<file path="config.mk">
export PLATFORM = sky130hd
export DESIGN_NAME = bpu_ghr_ckpt
export DESIGN_NICKNAME = d
export VERILOG_FILES = /design/src/rtl/bpu_ghr_ckpt_pkg.sv /design/src/rtl/bpu_ghr_ckpt_shift.sv /design/src/rtl/bpu_ghr_ckpt.sv
export SDC_FILE = /design/constraint.sdc
export NUM_CORES = 1
export LEC_CHECK = 0
export ABC_AREA = 1
export CAP_MARGIN = 25
export CELL_PAD_IN_SITES_DETAIL_PLACEMENT = 1
export CELL_PAD_IN_SITES_GLOBAL_PLACEMENT = 2
export CORE_UTILIZATION = 41
export CTS_CLUSTER_DIAMETER = 30
export DETAILED_ROUTE_END_ITERATION = 8
export MAX_ROUTING_LAYER = met4
export PLACE_DENSITY = 0.91
export SYNTH_ARGS = -nofsm -noshare
export SYNTH_HDL_FRONTEND = slang
export SYNTH_HIERARCHICAL = 1
export SYNTH_SLANG_ARGS = --single-unit
</file>
<file path="constraint.sdc">
create_clock -name clk_i -period 6.2 [get_ports clk_i]
set_input_delay 0.62 -clock clk_i [delete_from_list [all_inputs] [get_ports clk_i]]
set_output_delay 0.62 -clock clk_i [all_outputs]
set_load 0.02 [all_outputs]
</file>
<file path="src/rtl/bpu_ghr_ckpt_pkg.sv">
// Shared defaults and types for the speculative global-history register and its
// checkpoint queue.
package bpu_ghr_ckpt_pkg;

   localparam int BPU_GHR_BITS   = 32;
   localparam int BPU_FETCH_BR   = 2;
   localparam int BPU_CKPT_DEPTH = 8;

   typedef logic [$clog2(BPU_CKPT_DEPTH)-1:0] ghr_ckpt_id_t;
   typedef logic [$clog2(BPU_FETCH_BR+1)-1:0] ghr_cnt_t;
   typedef logic [BPU_GHR_BITS-1:0]           ghr_vec_t;

   // Source selected for the next speculative history value.
   typedef enum logic [1:0] {
      GHR_HOLD  = 2'd0,
      GHR_SPEC  = 2'd1,
      GHR_REDIR = 2'd2,
      GHR_FLUSH = 2'd3
   } ghr_src_e;

endpackage

</file>
<file path="src/rtl/bpu_ghr_ckpt_shift.sv">
// Combinational history shift: inserts cnt_i outcomes below hist_i, with the
// oldest outcome (taken_i[0]) landing highest and taken_i[cnt_i-1] at bit 0.
module bpu_ghr_shift #(
   parameter  int GHR_BITS = 32,
   parameter  int FETCH_BR = 2,
   localparam int CW       = $clog2(FETCH_BR+1)
) (
   input  logic [GHR_BITS-1:0] hist_i,
   input  logic [CW-1:0]       cnt_i,
   input  logic [FETCH_BR-1:0] taken_i,
   output logic [GHR_BITS-1:0] hist_o
);

   always_comb begin
      hist_o = hist_i;
      for (int n = 1; n <= FETCH_BR; n++) begin
         if (cnt_i == CW'(n)) begin
            hist_o = hist_i << n;
            for (int k = 0; k < n; k++) hist_o[n-1-k] = taken_i[k];
         end
      end
   end

endmodule

</file>
<file path="src/rtl/bpu_ghr_ckpt.sv">
// Speculative GHR with an in-order checkpoint queue; commit advances the
// architectural history, redirect restores from a checkpoint, flush resyncs.
module bpu_ghr_ckpt
   import bpu_ghr_ckpt_pkg::*;
#(
   parameter  int GHR_BITS   = BPU_GHR_BITS,
   parameter  int FETCH_BR   = BPU_FETCH_BR,
   parameter  int CKPT_DEPTH = BPU_CKPT_DEPTH,
   localparam int IDW        = $clog2(CKPT_DEPTH),
   localparam int CW         = $clog2(FETCH_BR+1)
) (
   input  logic                clk_i,
   input  logic                rst_ni,
   input  logic                spec_valid_i,
   output logic                spec_ready_o,
   input  logic [CW-1:0]       spec_cnt_i,
   input  logic [FETCH_BR-1:0] spec_taken_i,
   output logic [IDW-1:0]      ckpt_id_o,
   input  logic                commit_valid_i,
   input  logic [CW-1:0]       commit_cnt_i,
   input  logic [FETCH_BR-1:0] commit_taken_i,
   input  logic                redirect_valid_i,
   input  logic [IDW-1:0]      redirect_id_i,
   input  logic [CW-1:0]       redirect_cnt_i,
   input  logic [FETCH_BR-1:0] redirect_taken_i,
   input  logic                flush_i,
   output logic [GHR_BITS-1:0] ghr_o,
   output logic [GHR_BITS-1:0] arch_ghr_o,
   output logic [IDW:0]        count_o
);

   logic [GHR_BITS-1:0] ghr_q, ghr_d, arch_q, arch_d;
   logic [GHR_BITS-1:0] ckpt_q [CKPT_DEPTH];
   logic [IDW-1:0]      head_q, head_d, tail_q, tail_d;
   logic [IDW:0]        count_q, count_d;

   logic [GHR_BITS-1:0] spec_hist, commit_hist, redir_hist;
   logic                commit_en, push;
   logic [IDW:0]        commit_dec;
   logic [IDW-1:0]      redir_off;
   ghr_src_e            src;

   assign spec_ready_o = (count_q != (IDW+1)'(CKPT_DEPTH));
   assign commit_en    = commit_valid_i && (count_q != '0);
   assign commit_dec   = {{IDW{1'b0}}, commit_en};
   assign push         = spec_valid_i && spec_ready_o && !redirect_valid_i && !flush_i;
   assign redir_off    = redirect_id_i - head_q;

   bpu_ghr_shift #(.GHR_BITS(GHR_BITS), .FETCH_BR(FETCH_BR)) u_shift_spec (
      .hist_i(ghr_q), .cnt_i(spec_cnt_i), .taken_i(spec_taken_i), .hist_o(spec_hist));

   bpu_ghr_shift #(.GHR_BITS(GHR_BITS), .FETCH_BR(FETCH_BR)) u_shift_commit (
      .hist_i(arch_q), .cnt_i(commit_cnt_i), .taken_i(commit_taken_i), .hist_o(commit_hist));

   bpu_ghr_shift #(.GHR_BITS(GHR_BITS), .FETCH_BR(FETCH_BR)) u_shift_redir (
      .hist_i(ckpt_q[redirect_id_i]), .cnt_i(redirect_cnt_i), .taken_i(redirect_taken_i),
      .hist_o(redir_hist));

   always_comb begin
      src = GHR_HOLD;
      if (flush_i)               src = GHR_FLUSH;
      else if (redirect_valid_i) src = GHR_REDIR;
      else if (push)             src = GHR_SPEC;
   end

   always_comb begin
      arch_d  = commit_en ? commit_hist : arch_q;
      ghr_d   = ghr_q;
      head_d  = head_q + IDW'(commit_en);
      tail_d  = tail_q;
      count_d = count_q - commit_dec;
      case (src)
         GHR_FLUSH: begin
            // Flush resyncs to the history including this cycle's commit.
            ghr_d   = arch_d;
            head_d  = tail_q;
            count_d = '0;
         end
         GHR_REDIR: begin
            ghr_d   = redir_hist;
            tail_d  = redirect_id_i + IDW'(1);
            count_d = {1'b0, redir_off} + (IDW+1)'(1) - commit_dec;
         end
         GHR_SPEC: begin
            ghr_d   = spec_hist;
            tail_d  = tail_q + IDW'(1);
            count_d = count_q + (IDW+1)'(1) - commit_dec;
         end
         default: ;
      endcase
   end

   always_ff @(posedge clk_i) begin
      if (!rst_ni) begin
         ghr_q   <= '0;
         arch_q  <= '0;
         head_q  <= '0;
         tail_q  <= '0;
         count_q <= '0;
      end else begin
         ghr_q   <= ghr_d;
         arch_q  <= arch_d;
         head_q  <= head_d;
         tail_q  <= tail_d;
         count_q <= count_d;
      end
   end

   // Snapshot is the pre-shift history; entries need no reset since liveness
   // is tracked by head/count alone.
   always_ff @(posedge clk_i) begin
      if (rst_ni && push) ckpt_q[tail_q] <= ghr_q;
   end

   assign ghr_o      = ghr_q;
   assign arch_ghr_o = arch_q;
   assign ckpt_id_o  = tail_q;
   assign count_o    = count_q;

   a_spec_cnt: assert property (@(posedge clk_i) disable iff (!rst_ni)
      spec_valid_i |-> spec_cnt_i <= CW'(FETCH_BR)) else $error("spec_cnt_i out of range");
   a_commit_cnt: assert property (@(posedge clk_i) disable iff (!rst_ni)
      commit_valid_i |-> commit_cnt_i <= CW'(FETCH_BR)) else $error("commit_cnt_i out of range");
   a_redir_cnt: assert property (@(posedge clk_i) disable iff (!rst_ni)
      redirect_valid_i |-> redirect_cnt_i <= CW'(FETCH_BR)) else $error("redirect_cnt_i out of range");
   a_commit_empty: assert property (@(posedge clk_i) disable iff (!rst_ni)
      commit_valid_i |-> count_q != '0) else $error("commit with empty queue");
   a_redir_live: assert property (@(posedge clk_i) disable iff (!rst_ni)
      redirect_valid_i |-> {1'b0, redir_off} < count_q) else $error("redirect to dead checkpoint");
   a_redir_head: assert property (@(posedge clk_i) disable iff (!rst_ni)
      (redirect_valid_i && commit_valid_i) |-> redirect_id_i != head_q)
      else $error("redirect to head during commit");

endmodule

</file>
==> impl_metrics.csv <==
group,metric,value,unit
status,outcome,"finished clean",
setup_path,crit_top_cell,"nand2_1",
final_layout,design_area,0.0209,mm^2
placed_design,dp_hpwl,30600,um
yosys,synth-edff-count,256,
yosys,synth_area,0.0167,mm^2
power_and_ir_drop,peakVddDrop,193,uV
yosys,synth-seq-area-share,55.0,%
setup_path,path_cells,"buf_4 -> inv_2 -> buf_4 -> nor2_1 -> o22ai_1 -> nand2_1 -> nand2_1 -> inv_1 -> nand3_1 -> nand3_1 -> nand2_1 -> nand2_1 -> o21ai_1 -> nor2_1 -> a21oi_1",
sta,final-hold-violation-count,0,
clock_tree,clkLatencyLatePin,0.62,ns
sta,finalWorstSetupSlack,2.95,ns
placed_design,port_buffers,92,
floorplanning,die_h,204,um
routing,antenna_left,0,
clock_tree,cts-root-buf,"clkbuf_16",
clock_tree,post_cts_buffers,0,
clock_tree,cts_tree,"done",
yosys,synth_warnings,6,
yosys,ys_ff_latch,330,
floorplanning,rows,73,
floorplanning,die-area,0.0415,mm^2
setup_path,worst_path_max_delay_cell,"buf_4",
final_layout,drive_above_1_share,10.4,%
setup_path,reg2reg_slack,3.54,ns
sta,slew_viol_final,0,
power_and_ir_drop,powerDensity,377,mW/mm^2
setup_path,max_stage_delay,0.70,ns
clock_tree,cts.path.max_buffers,3,
setup_path,start_kind,"input port",
yosys,yosysUniqueCellTypes,32,
global_route,antenna_found_initial,1,
sta,setup_tns,0,ns
global_route,grt_max_degree,91,
yosys,postSynthCellCount,1863,
routing,vias_per_cell,5.33,
power_and_ir_drop,comb_power_share,8.7,%
floorplanning,die_w,204,um
placed_design,dp_cells,2380,
sta,slew_headroom,37.4,%
power_and_ir_drop,power.internal,0.00586,W
sta,period_minus_slack,3.25,ns
final_layout,nets,1980,
power_and_ir_drop,pwr-share-clk,59.1,%
min_path,holdCritPathClass,"reg -> reg",
global_route,grt_overflow,0,
floorplanning,core_area,0.0399,mm^2
sta,rsz0062_at_grt,"no",
routing,routed_wl,51200,um
routing,drc,0,
clock_tree,cts_resized,0,
floorplanning,io_pins,93,
yosys,mappedNetlistNets,1899,
yosys,synthFlopType,"edfxtp_1",
yosys,postSynthAreaPerCell,8.95,um^2
setup_path,arrival,3.71,ns
final_layout,area_delta_synth_final,25.5,%
power_and_ir_drop,power.leakage,8.50,nW
sta,setup_viol,0,
clock_tree,cts_hold_buf,0,
routing,vias,13600,
setup_path,endpoint_kind,"flip-flop",
power_and_ir_drop,power.switching,0.00203,W
setup_path,required,6.67,ns
global_route,grt_pass1_wl,81100,um
clock_tree,clock-sinks,330,
placed_design,placed_cell_area,0.0178,mm^2
setup_path,cp_max_fo,69,
setup_path,reg2reg_depth,8,
global_route,grt_pass1_vias,14400,
final_layout,post-route-util,52.4,%
floorplanning,start_util,41.8,%
sta,max_clock_freq,308,MHz
final_layout,fin_cells,2543,
global_route,grt_usage,26.0,%
clock_tree,clkTransAtPathRegs,0.04,ns
min_path,holdPathStages,2,
final_layout,filler_cell_count,4438,
final_layout,multi_input_area,0.00616,mm^2
clock_tree,h-tree-depth,3,
setup_path,cp.depth,15,
placed_design,post-place-ws,2.38,ns
sta,clock_skew,0.0313,ns
job,maxCapViolCount,0,
clock_tree,numCtsBuffers,87,
routing,drt_iter0_drc,766,
routing,wire_per_inst,20.1,um
placed_design,place_congestion,0.804,
setup_path,cpLargestDelayFamily,"buffers and inverters",
routing,drt_first_pass_iters,7,
final_layout,seq_area,0.00917,mm^2
sta,tightest_slew,0.939,ns
yosys,synthArstFlopShare,0,%
sta,post-route-period-util,52.4,%
setup_path,worstSetupPathType,"in -> reg",
setup_path,cp_num_buf_inv,4,
power_and_ir_drop,sequentialPowerShare,32.2,%
power_and_ir_drop,switching_share,25.7,%
==> stage by stage <==
step | total power (W) | hold slack, ns
after floorplan | 0.00302 | 0.571
after global placement | 0.00323 | 0.493
after detailed placement | 0.00325 | 0.512
after CTS | 0.00794 | 0.521
after global routing | 0.00813 | 0.547
final | 0.00788 | 0.514
==> power by group through the flow <==
stage / sequential [W] / clock (W) / combinational, W
final: 0.00254 / 0.00466 / 0.000687
after global routing: 0.00255 / 0.00482 / 0.000767
after CTS: 0.00254 / 0.00471 / 0.000690
after detailed placement: 0.00258 / 0 / 0.000677
after global placement: 0.00257 / 0 / 0.000661
after floorplan: 0.00257 / 0 / 0.000447
==> placed cells by master, fill, tap and decap left out, types with 6 or more instances in the layout <==
master	count
nand2_1	556
edfxtp_1	256
nand3_1	203
inv_1	152
o21ai_0	125
nor2_1	107
clkdlybuf4s50_1	90
clkbuf_16	87
dfxtp_1	74
a21oi_1	65
mux2i_1	64
o22ai_1	64
clkinvlp_4	19
buf_4	15
o21ai_1	14
ha_1	14
bufinv_16	13
clkinv_2	10
clkbuf_1	9
nor2_4	8
inv_2	7
clkinv_1	7
a21oi_2	6
==> worst register-to-register path, delay by kind of cell (launching register included) <==
family | cells | cell delay, ns
flip-flops | 1 | 0.38
buffers and inverters | 3 | 0.53
adder cells (fa/ha/maj) | 1 | 0.23
AND/OR/NAND/NOR | 4 | 1.21
==> cell type report <==
class	count	share of cell area, %
antenna	1	0.0120
clock buffer	100	10.8
clock inverter	62	3.84
inverter	165	3.09
multi-input combinational	1247	29.5
sequential	330	43.8
tap	525	3.14
timing repair buffer	113	5.76
==> kinds of logic (layout without fill, tap and decap cells) <==
| logic type | after synthesis | after routing | share of synthesized area, % |
|---|---|---|---|
| simple gates | 888 | 888 | 22.5 |
| flops | 330 | 330 | 55.0 |
| buf+inv | 286 | 440 | 8.37 |
| compound gates | 274 | 274 | 8.84 |
| mux | 64 | 64 | 3.84 |
| fa+ha+maj | 15 | 15 | 1.17 |
| xor+xnor | 6 | 6 | 0.315 |
| other cells | 0 | 1 | 0 |
==> path summary, 6_finish.rpt <==
path / end / startpoint
setup / recovery: ghr_o[6] / redirect_id_i[0]
hold / removal: arch_ghr_o[30] / arch_ghr_o[30]
setup reg to reg: ckpt_q[0][13] / count_o[2]
hold reg to reg: arch_ghr_o[30] / arch_ghr_o[30]
==> cells in the mapped netlist, drive strengths merged (2+ instances only) <==
| master | instances | area, um^2 |
|---|---|---|
| nand2 | 564 | 2180 |
| edfxtp | 256 | 7690 |
| nand3 | 205 | 1050 |
| inv | 165 | 647 |
| o21ai | 139 | 696 |
| nor2 | 119 | 512 |
| buf | 96 | 653 |
| dfxtp | 74 | 1480 |
| a21oi | 71 | 378 |
| mux2i | 64 | 641 |
| o22ai | 64 | 400 |
| clkbuf | 25 | 95.1 |
| ha | 14 | 175 |
| xor2 | 4 | 35.0 |
| xnor2 | 2 | 17.5 |
==> flip-flops by register name (all words and copies together), names as in the netlist <==
signal / flops
arch_ghr_o: 32
ckpt_id_o: 3
ckpt_q: 256
count_o: 4
ghr_o: 32
head_q: 3
==> routing by layer <==
metal / wire length [um] / global-route usage, %
met5: 0 / -
met4: 920 / 7.81
met1: 22900 / 33.4
met3: 2890 / 5.11
met2: 24500 / 41.5
No activity file was read; power rests on OpenSTA's default activity.
